`src/rtl/if_spi_slave.sv`:
```
// SPI responder (CPHA=0, MSB first) oversampling the pins on clk; received bytes become
// visible to the host only after the frame ends, bytes written by the host are returned on miso.
module if_spi_slave #(
  parameter int CPOL       = 0,
  parameter int FIFO_DEPTH = 16
) (
  input  logic       clk,
  input  logic       n_rst,
  input  logic       n_cs,
  input  logic       sclk,
  input  logic       mosi,
  output logic       miso,
  input  logic [7:0] in_data,
  input  logic       in_ena,
  output logic [7:0] out_data,
  output logic       have_msg,
  output logic [7:0] len,
  input  logic       enc_rdreq
);

  localparam int AW = $clog2(FIFO_DEPTH);
  localparam int CW = AW + 1;
  localparam logic CPOL_BIT = (CPOL != 0);
  localparam logic [CW-1:0] DEPTH_C = CW'(FIFO_DEPTH);
  // n_cs syncs reset low so a frame already in progress at reset release is never joined.
  localparam logic [2:0] SYNC_RST = {1'b0, CPOL_BIT, 1'b0};

  typedef enum logic [1:0] {IDLE, SELECT, SHIFT, BYTE_DONE} state_t;

  logic [2:0] pin_raw;
  logic [2:0] pin_sync;
  assign pin_raw = {n_cs, sclk, mosi};

  genvar gi;
  generate
    for (gi = 0; gi < 3; gi++) begin : g_sync
      logic s1_reg, s2_reg;
      always_ff @(posedge clk or negedge n_rst) begin
        if (!n_rst) begin
          s1_reg <= SYNC_RST[gi];
          s2_reg <= SYNC_RST[gi];
        end else begin
          s1_reg <= pin_raw[gi];
          s2_reg <= s1_reg;
        end
      end
      assign pin_sync[gi] = s2_reg;
    end
  endgenerate

  logic cs_s, sclk_s, mosi_s;
  assign cs_s   = pin_sync[2];
  assign sclk_s = pin_sync[1];
  assign mosi_s = pin_sync[0];

  logic cs_prev_reg, sclk_prev_reg;
  logic lead_reg, trail_reg, cs_fall_reg, cs_rise_reg, mosi_d_reg;

  always_ff @(posedge clk or negedge n_rst) begin
    if (!n_rst) begin
      cs_prev_reg   <= 1'b0;
      sclk_prev_reg <= CPOL_BIT;
      lead_reg      <= 1'b0;
      trail_reg     <= 1'b0;
      cs_fall_reg   <= 1'b0;
      cs_rise_reg   <= 1'b0;
      mosi_d_reg    <= 1'b0;
    end else begin
      cs_prev_reg   <= cs_s;
      sclk_prev_reg <= sclk_s;
      lead_reg      <= (sclk_s != sclk_prev_reg) && (sclk_s != CPOL_BIT) && !cs_s;
      trail_reg     <= (sclk_s != sclk_prev_reg) && (sclk_s == CPOL_BIT) && !cs_s;
      cs_fall_reg   <= cs_prev_reg && !cs_s;
      cs_rise_reg   <= !cs_prev_reg && cs_s;
      mosi_d_reg    <= mosi_s;
    end
  end

  state_t state_reg, state_next;
  logic [7:0]    tx_shift_reg, rx_shift_reg;
  logic [2:0]    bit_cnt_reg;
  logic [CW-1:0] frame_cnt_reg, committed_reg;
  logic          tx_load, tx_shift_en, rx_sample;

  always_ff @(posedge clk or negedge n_rst) begin
    if (!n_rst) state_reg <= IDLE;
    else        state_reg <= state_next;
  end

  always_comb begin
    state_next = state_reg;
    case (state_reg)
      IDLE:      if (cs_fall_reg) state_next = SELECT;
      SELECT:    state_next = cs_rise_reg ? IDLE : SHIFT;
      SHIFT: begin
        if (cs_rise_reg)                          state_next = IDLE;
        else if (lead_reg && bit_cnt_reg == 3'd7) state_next = BYTE_DONE;
      end
      BYTE_DONE: begin
        if (cs_rise_reg)    state_next = IDLE;
        else if (trail_reg) state_next = SHIFT;
      end
      default:   state_next = IDLE;
    endcase
  end

  always_comb begin
    tx_load     = 1'b0;
    tx_shift_en = 1'b0;
    rx_sample   = 1'b0;
    miso        = 1'b0;
    case (state_reg)
      SELECT:    tx_load = !cs_rise_reg;
      SHIFT: begin
        rx_sample   = lead_reg && !cs_rise_reg;
        tx_shift_en = trail_reg && !cs_rise_reg;
        miso        = tx_shift_reg[7];
      end
      BYTE_DONE: begin
        tx_load = trail_reg && !cs_rise_reg;
        miso    = tx_shift_reg[7];
      end
      default: ;
    endcase
  end

  // TX FIFO
  logic [7:0]    tx_mem [FIFO_DEPTH];
  logic [AW-1:0] tx_wr_reg, tx_rd_reg;
  logic [CW-1:0] tx_cnt_reg;
  logic          tx_push, tx_pop;

  assign tx_push = in_ena && (tx_cnt_reg != DEPTH_C);
  assign tx_pop  = tx_load && (tx_cnt_reg != '0);

  always_ff @(posedge clk) begin
    if (tx_push) tx_mem[tx_wr_reg] <= in_data;
  end

  always_ff @(posedge clk or negedge n_rst) begin
    if (!n_rst) begin
      tx_wr_reg  <= '0;
      tx_rd_reg  <= '0;
      tx_cnt_reg <= '0;
    end else begin
      if (tx_push) tx_wr_reg <= tx_wr_reg + AW'(1);
      if (tx_pop)  tx_rd_reg <= tx_rd_reg + AW'(1);
      tx_cnt_reg <= tx_cnt_reg + (tx_push ? CW'(1) : '0) - (tx_pop ? CW'(1) : '0);
    end
  end

  // RX FIFO; bytes of the current frame sit beyond the committed region until n_cs rises
  logic [7:0]    rx_mem [FIFO_DEPTH];
  logic [AW-1:0] rx_wr_reg, rx_rd_reg;
  logic [CW-1:0] rx_cnt_reg;
  logic [7:0]    rx_byte;
  logic          rx_push, rd_accept, frame_end;

  assign rx_byte   = {rx_shift_reg[6:0], mosi_d_reg};
  assign rx_push   = rx_sample && (bit_cnt_reg == 3'd7) && (rx_cnt_reg != DEPTH_C);
  assign rd_accept = enc_rdreq && (committed_reg != '0);
  assign frame_end = (state_reg != IDLE) && cs_rise_reg;

  always_ff @(posedge clk) begin
    if (rx_push) rx_mem[rx_wr_reg] <= rx_byte;
  end

  always_ff @(posedge clk or negedge n_rst) begin
    if (!n_rst) begin
      rx_wr_reg  <= '0;
      rx_rd_reg  <= '0;
      rx_cnt_reg <= '0;
    end else begin
      if (rx_push)   rx_wr_reg <= rx_wr_reg + AW'(1);
      if (rd_accept) rx_rd_reg <= rx_rd_reg + AW'(1);
      rx_cnt_reg <= rx_cnt_reg + (rx_push ? CW'(1) : '0) - (rd_accept ? CW'(1) : '0);
    end
  end

  always_ff @(posedge clk or negedge n_rst) begin
    if (!n_rst) begin
      tx_shift_reg  <= '0;
      rx_shift_reg  <= '0;
      bit_cnt_reg   <= '0;
      frame_cnt_reg <= '0;
      committed_reg <= '0;
    end else begin
      if (state_reg == SELECT) begin
        bit_cnt_reg   <= '0;
        frame_cnt_reg <= '0;
        rx_shift_reg  <= '0;
      end
      if (tx_load)          tx_shift_reg <= tx_pop ? tx_mem[tx_rd_reg] : 8'h00;
      else if (tx_shift_en) tx_shift_reg <= {tx_shift_reg[6:0], 1'b0};
      if (rx_sample) begin
        rx_shift_reg <= rx_byte;
        bit_cnt_reg  <= bit_cnt_reg + 3'd1;
      end
      if (rx_push) frame_cnt_reg <= frame_cnt_reg + CW'(1);
      committed_reg <= committed_reg + (frame_end ? frame_cnt_reg : '0)
                       - (rd_accept ? CW'(1) : '0);
    end
  end

  logic [8:0] committed_ext;
  assign committed_ext = 9'(committed_reg);
  assign have_msg = (committed_reg != '0);
  assign len      = (committed_ext > 9'd255) ? 8'hFF : committed_ext[7:0];
  assign out_data = have_msg ? rx_mem[rx_rd_reg] : 8'h00;

endmodule

```
`config.mk`:
```
export PLATFORM = sky130hd
export DESIGN_NAME = if_spi_slave
export DESIGN_NICKNAME = d
export VERILOG_FILES = /design/src/rtl/if_spi_slave.sv
export SDC_FILE = /design/constraint.sdc
export NUM_CORES = 1
export LEC_CHECK = 0
export BUFFER_PORTS_ARGS = -buffer_cell sky130_fd_sc_hd__buf_2
export CELL_PAD_IN_SITES_DETAIL_PLACEMENT = 1
export CELL_PAD_IN_SITES_GLOBAL_PLACEMENT = 1
export CORE_AREA = 8 8 128 219
export CTS_CLUSTER_SIZE = 14
export DETAILED_ROUTE_END_ITERATION = 10
export DIE_AREA = 0 0 136 227
export GPL_ROUTABILITY_DRIVEN = 0
export GPL_TIMING_DRIVEN = 1
export PLACE_DENSITY_LB_ADDON = 0.1
export RECOVER_POWER = 100
export REMOVE_ABC_BUFFERS = 1
export SLEW_MARGIN = 20
export SYNTH_ARGS = -nofsm -noshare
export SYNTH_HDL_FRONTEND = slang
export SYNTH_SLANG_ARGS = --single-unit
```
`constraint.sdc`:
```
create_clock -name clk -period 3.5 [get_ports clk]
set_clock_uncertainty 0.15 [all_clocks]
set_input_delay 0.35 -clock clk [delete_from_list [all_inputs] [get_ports clk]]
set_output_delay 0.35 -clock clk [all_outputs]
set_load 0.01 [all_outputs]
```
==> out/qor.csv <==
stage,metric,value,unit
clocking,clockBufferDepth,3,
die,die_w,136,um
synth,netlist_instances,756,
power,seqPwrFrac,45.3,%
routing,vias_per_cell,5.78,
global_route,grt_pass1_wl,44200,um
global_route,grt_antenna_before_repair,0,
global_route,grt_overflow,0,
clocking,h-tree-depth,1,
timing,timing.slew.headroom,-22.3,%
power,power,0.0110,W
min_path,hp-start,in_data[0],
finish,drive_gt1_share,14.7,%
die,die_area,0.0309,mm2
timing,max_slew.worst_pin.slew,1.83,ns
worst_setup_path,r2r_slack,0.31,ns
global_route,grt_pass1_vias,7698,
placed_design,dp_hpwl,20300,um
power,p_switching,0.00323,W
global_route,grt_use_total,19.1,%
synth,async_flop_share,21.2,%
synth,syn_avg_cell_area,17.6,um2
power,p_per_area,746,mW/mm2
clocking,clock_tree.root_cell,clkbuf_16,
clocking,post_cts_buffers,0,
worst_setup_path,start_kind,flop,
worst_setup_path,cp_num_cells,5,
worst_setup_path,slowest_stage,dfrtp_2,
power,pwr-share-clk,29.6,%
clocking,clk_latency,0.56,ns
outcome,failed_checks,"capacitance limit, slew limit",
routing,antenna_left,0,
placed_design,pre_cts_ws,0.354,ns
power,p_sw_share,29.3,%
clocking,clk_pin_slew,0.07,ns
worst_setup_path,cp_top_family,flip-flops,
synth,synth_cell_type_count,51,
outcome,status,"complete, but fails checks",
synth,ys_warn_count,0,
die,initial_utilization,53.1,%
worst_setup_path,path_max_fanout,23,
routing,wl,28400,um
die,core,0.0250,mm2
min_path,worst_hold_path.endpoint,tx_mem[12][0]$_DFFE_PP_,
routing,route.detailed.drc,0,
timing,timing.final.ws_setup,0.234,ns
timing,finalCritPeriodShare,93.3,%
clocking,cts_resized,0,
worst_setup_path,worstRegToRegCells,14,
worst_setup_path,r2r-start,tx_cnt_reg[3]$_DFF_PN0_,
timing,setup-violations-final,0,
power,p_int,0.00779,W
routing,dr.pass1.iters,4,
clocking,cts_buffers,29,
worst_setup_path,worst_r2r_endpoint,tx_cnt_reg[4]$_DFF_PN0_,
synth,ys_ff_latch,325,
power,power_leakage,5.29,nW
timing,slew_violations,70,
worst_setup_path,path_common_cell,clkbuf_1,
die,rows,77,
min_path,holdPathStages,1,
synth,synth_edf_count,256,
finish,area_growth,10.9,%
global_route,grt_max_degree,70,
clocking,cts_tree,built,
worst_setup_path,worstPathArrival,2.77,ns
synth,synth_area,0.0133,mm2
power,max-vdd-ir-drop,540,uV
timing,rsz0062_at_grt,false,
power,power_frac_comb,25.2,%
die,io_pins,33,
worst_setup_path,critPathBufInv,2,
placed_design,port-buffer-count,29,
job,cap_violations,1,
min_path,hold_path_class,in -> reg,
timing,fin_crit,3.27,ns
routing,wl_per_cell,24.7,um
timing,finalSetupTns,0,ns
clocking,cts_hold_buf,6,
routing,drt_iter0_drc,245,
worst_setup_path,required,3.00,ns
synth,ys_seq_area_share,70.7,%
worst_setup_path,end_kind,output pin,
clocking,cts_sinks,325,
finish,insertedDiodeCount,0,
routing,num_vias,6649,
die,die_h,227,um
finish,final_net_count,862,
worst_setup_path,max_stage_delay,0.84,ns
timing,fmax,306,MHz
worst_setup_path,cp_cell_sequence,"clkbuf_1, mux4_2, mux2i_1, o22ai_1, clkbuf_1",
timing,hold_viol_final,0,
worst_setup_path,crit_type,reg -> out,
synth,ys_dominant_reg_cell,edfxtp_1,
synth_stat cells (all sizes together) (7+ instances only):
| master | n | area share (%) |
|---|---|---|
| a22o | 7 | 0.46 |
| a22oi | 7 | 0.39 |
| dfrtp | 69 | 13 |
| o21ai | 16 | 0.60 |
| ha | 33 | 3.1 |
| nand3 | 7 | 0.26 |
| nor2 | 19 | 0.55 |
| xor2 | 7 | 0.46 |
| buf | 21 | 1.1 |
| a221o | 7 | 0.53 |
| nor3 | 16 | 0.72 |
| o22ai | 15 | 0.70 |
| mux4 | 57 | 9.6 |
| a21oi | 7 | 0.26 |
| clkbuf | 13 | 0.37 |
| xnor2 | 18 | 1.2 |
| inv | 39 | 1.1 |
| o31ai | 7 | 0.39 |
| nand2 | 39 | 1.1 |
| mux2i | 35 | 2.6 |
| and2 | 14 | 0.66 |
| edfxtp | 256 | 58 |
routing by layer:
layer | vias to the layer above | global-route usage [%] | part of all wire [%]
li1 | 3012 | - | -
met1 | 3492 | 18.2 | 33
met2 | 99 | 39.7 | 62
met3 | 46 | 1.97 | 2.4
met4 | 0 | 7.16 | 3.0
met5 | - | 0 | 0
logic make-up after synthesis:
family / synth area share, %
AOI/OAI and AO/OA: 3.98
xor gates and xnor gates: 1.64
adders and majority gates: 3.55
buffers and inverters: 2.59
DFF: 70.7
muxes: 12.7
other: 0.0282
and+or+nand+nor: 4.78
power groups by stage:
stage	Clock (W)	Combinational (W)	Sequential, W
after global placement	0	0.00271	0.00503
after detailed placement	0	0.00287	0.00507
after CTS	0.00332	0.00290	0.00499
final	0.00326	0.00277	0.00499
after floorplan	0	0.00179	0.00516
after global routing	0.00342	0.00306	0.00505
how the worst max path moves through the flow:
stage / from / slack (ns) / end
floorplan: tx_cnt_reg[3]$_DFF_PN0_ / 0.46 / tx_cnt_reg[4]$_DFF_PN0_
global placement: tx_cnt_reg[3]$_DFF_PN0_ / 0.55 / tx_cnt_reg[4]$_DFF_PN0_
detailed placement: tx_cnt_reg[3]$_DFF_PN0_ / 0.35 / tx_cnt_reg[4]$_DFF_PN0_
CTS: rx_rd_reg[0]$_DFFE_PN0P_ / 0.15 / out_data[7]
global route: rx_rd_reg[0]$_DFFE_PN0P_ / 0.06 / out_data[4]
finish: rx_rd_reg[0]$_DFFE_PN0P_ / 0.23 / out_data[4]
layout make-up:
type / count / area [um2]
clock buffers: 45 / 816
repair buffers: 56 / 295
inverters: 39 / 146
fillers: 2293 / 10300
flip-flops and latches: 325 / 9420
clock inverters: 9 / 158
well taps: 316 / 395
multi-input cells: 360 / 3540
cell usage in the layout, fill, tap and decap left out, types with 3 or more instances in the layout:
cell / n
a21o_1: 6
a21oi_1: 7
a221o_1: 7
a22o_1: 7
a22oi_1: 7
and2_0: 13
and3_1: 6
buf_2: 9
buf_4: 5
bufinv_16: 4
clkbuf_1: 47
clkbuf_16: 29
clkbuf_8: 3
conb_1: 3
dfrtp_1: 67
dlygate4sd3_1: 6
edfxtp_1: 256
fa_1: 3
ha_1: 33
inv_1: 39
mux2_2: 5
mux2i_1: 35
mux4_2: 57
nand2_1: 39
nand2b_1: 6
nand3_1: 7
nand4_1: 3
nor2_1: 18
nor3_1: 16
nor3b_1: 5
o21ai_0: 16
o22ai_1: 15
o31ai_1: 7
xnor2_1: 18
xor2_1: 7
metrics by stage:
step | hold WS [ns] | utilization [%] | cells | instance area [um2]
floorplan | -0.0956 | - | 724 | 13100
global placement | 0.192 | 55.2 | 1090 | 13800
detailed placement | 0.187 | 55.2 | 1090 | 13800
CTS | 0.00100 | 59.4 | 1150 | 14900
global route | 0.188 | 58.9 | 1150 | 14800
finish | 0.164 | 58.9 | 1150 | 14800
(Power assumes the default switching activity.)
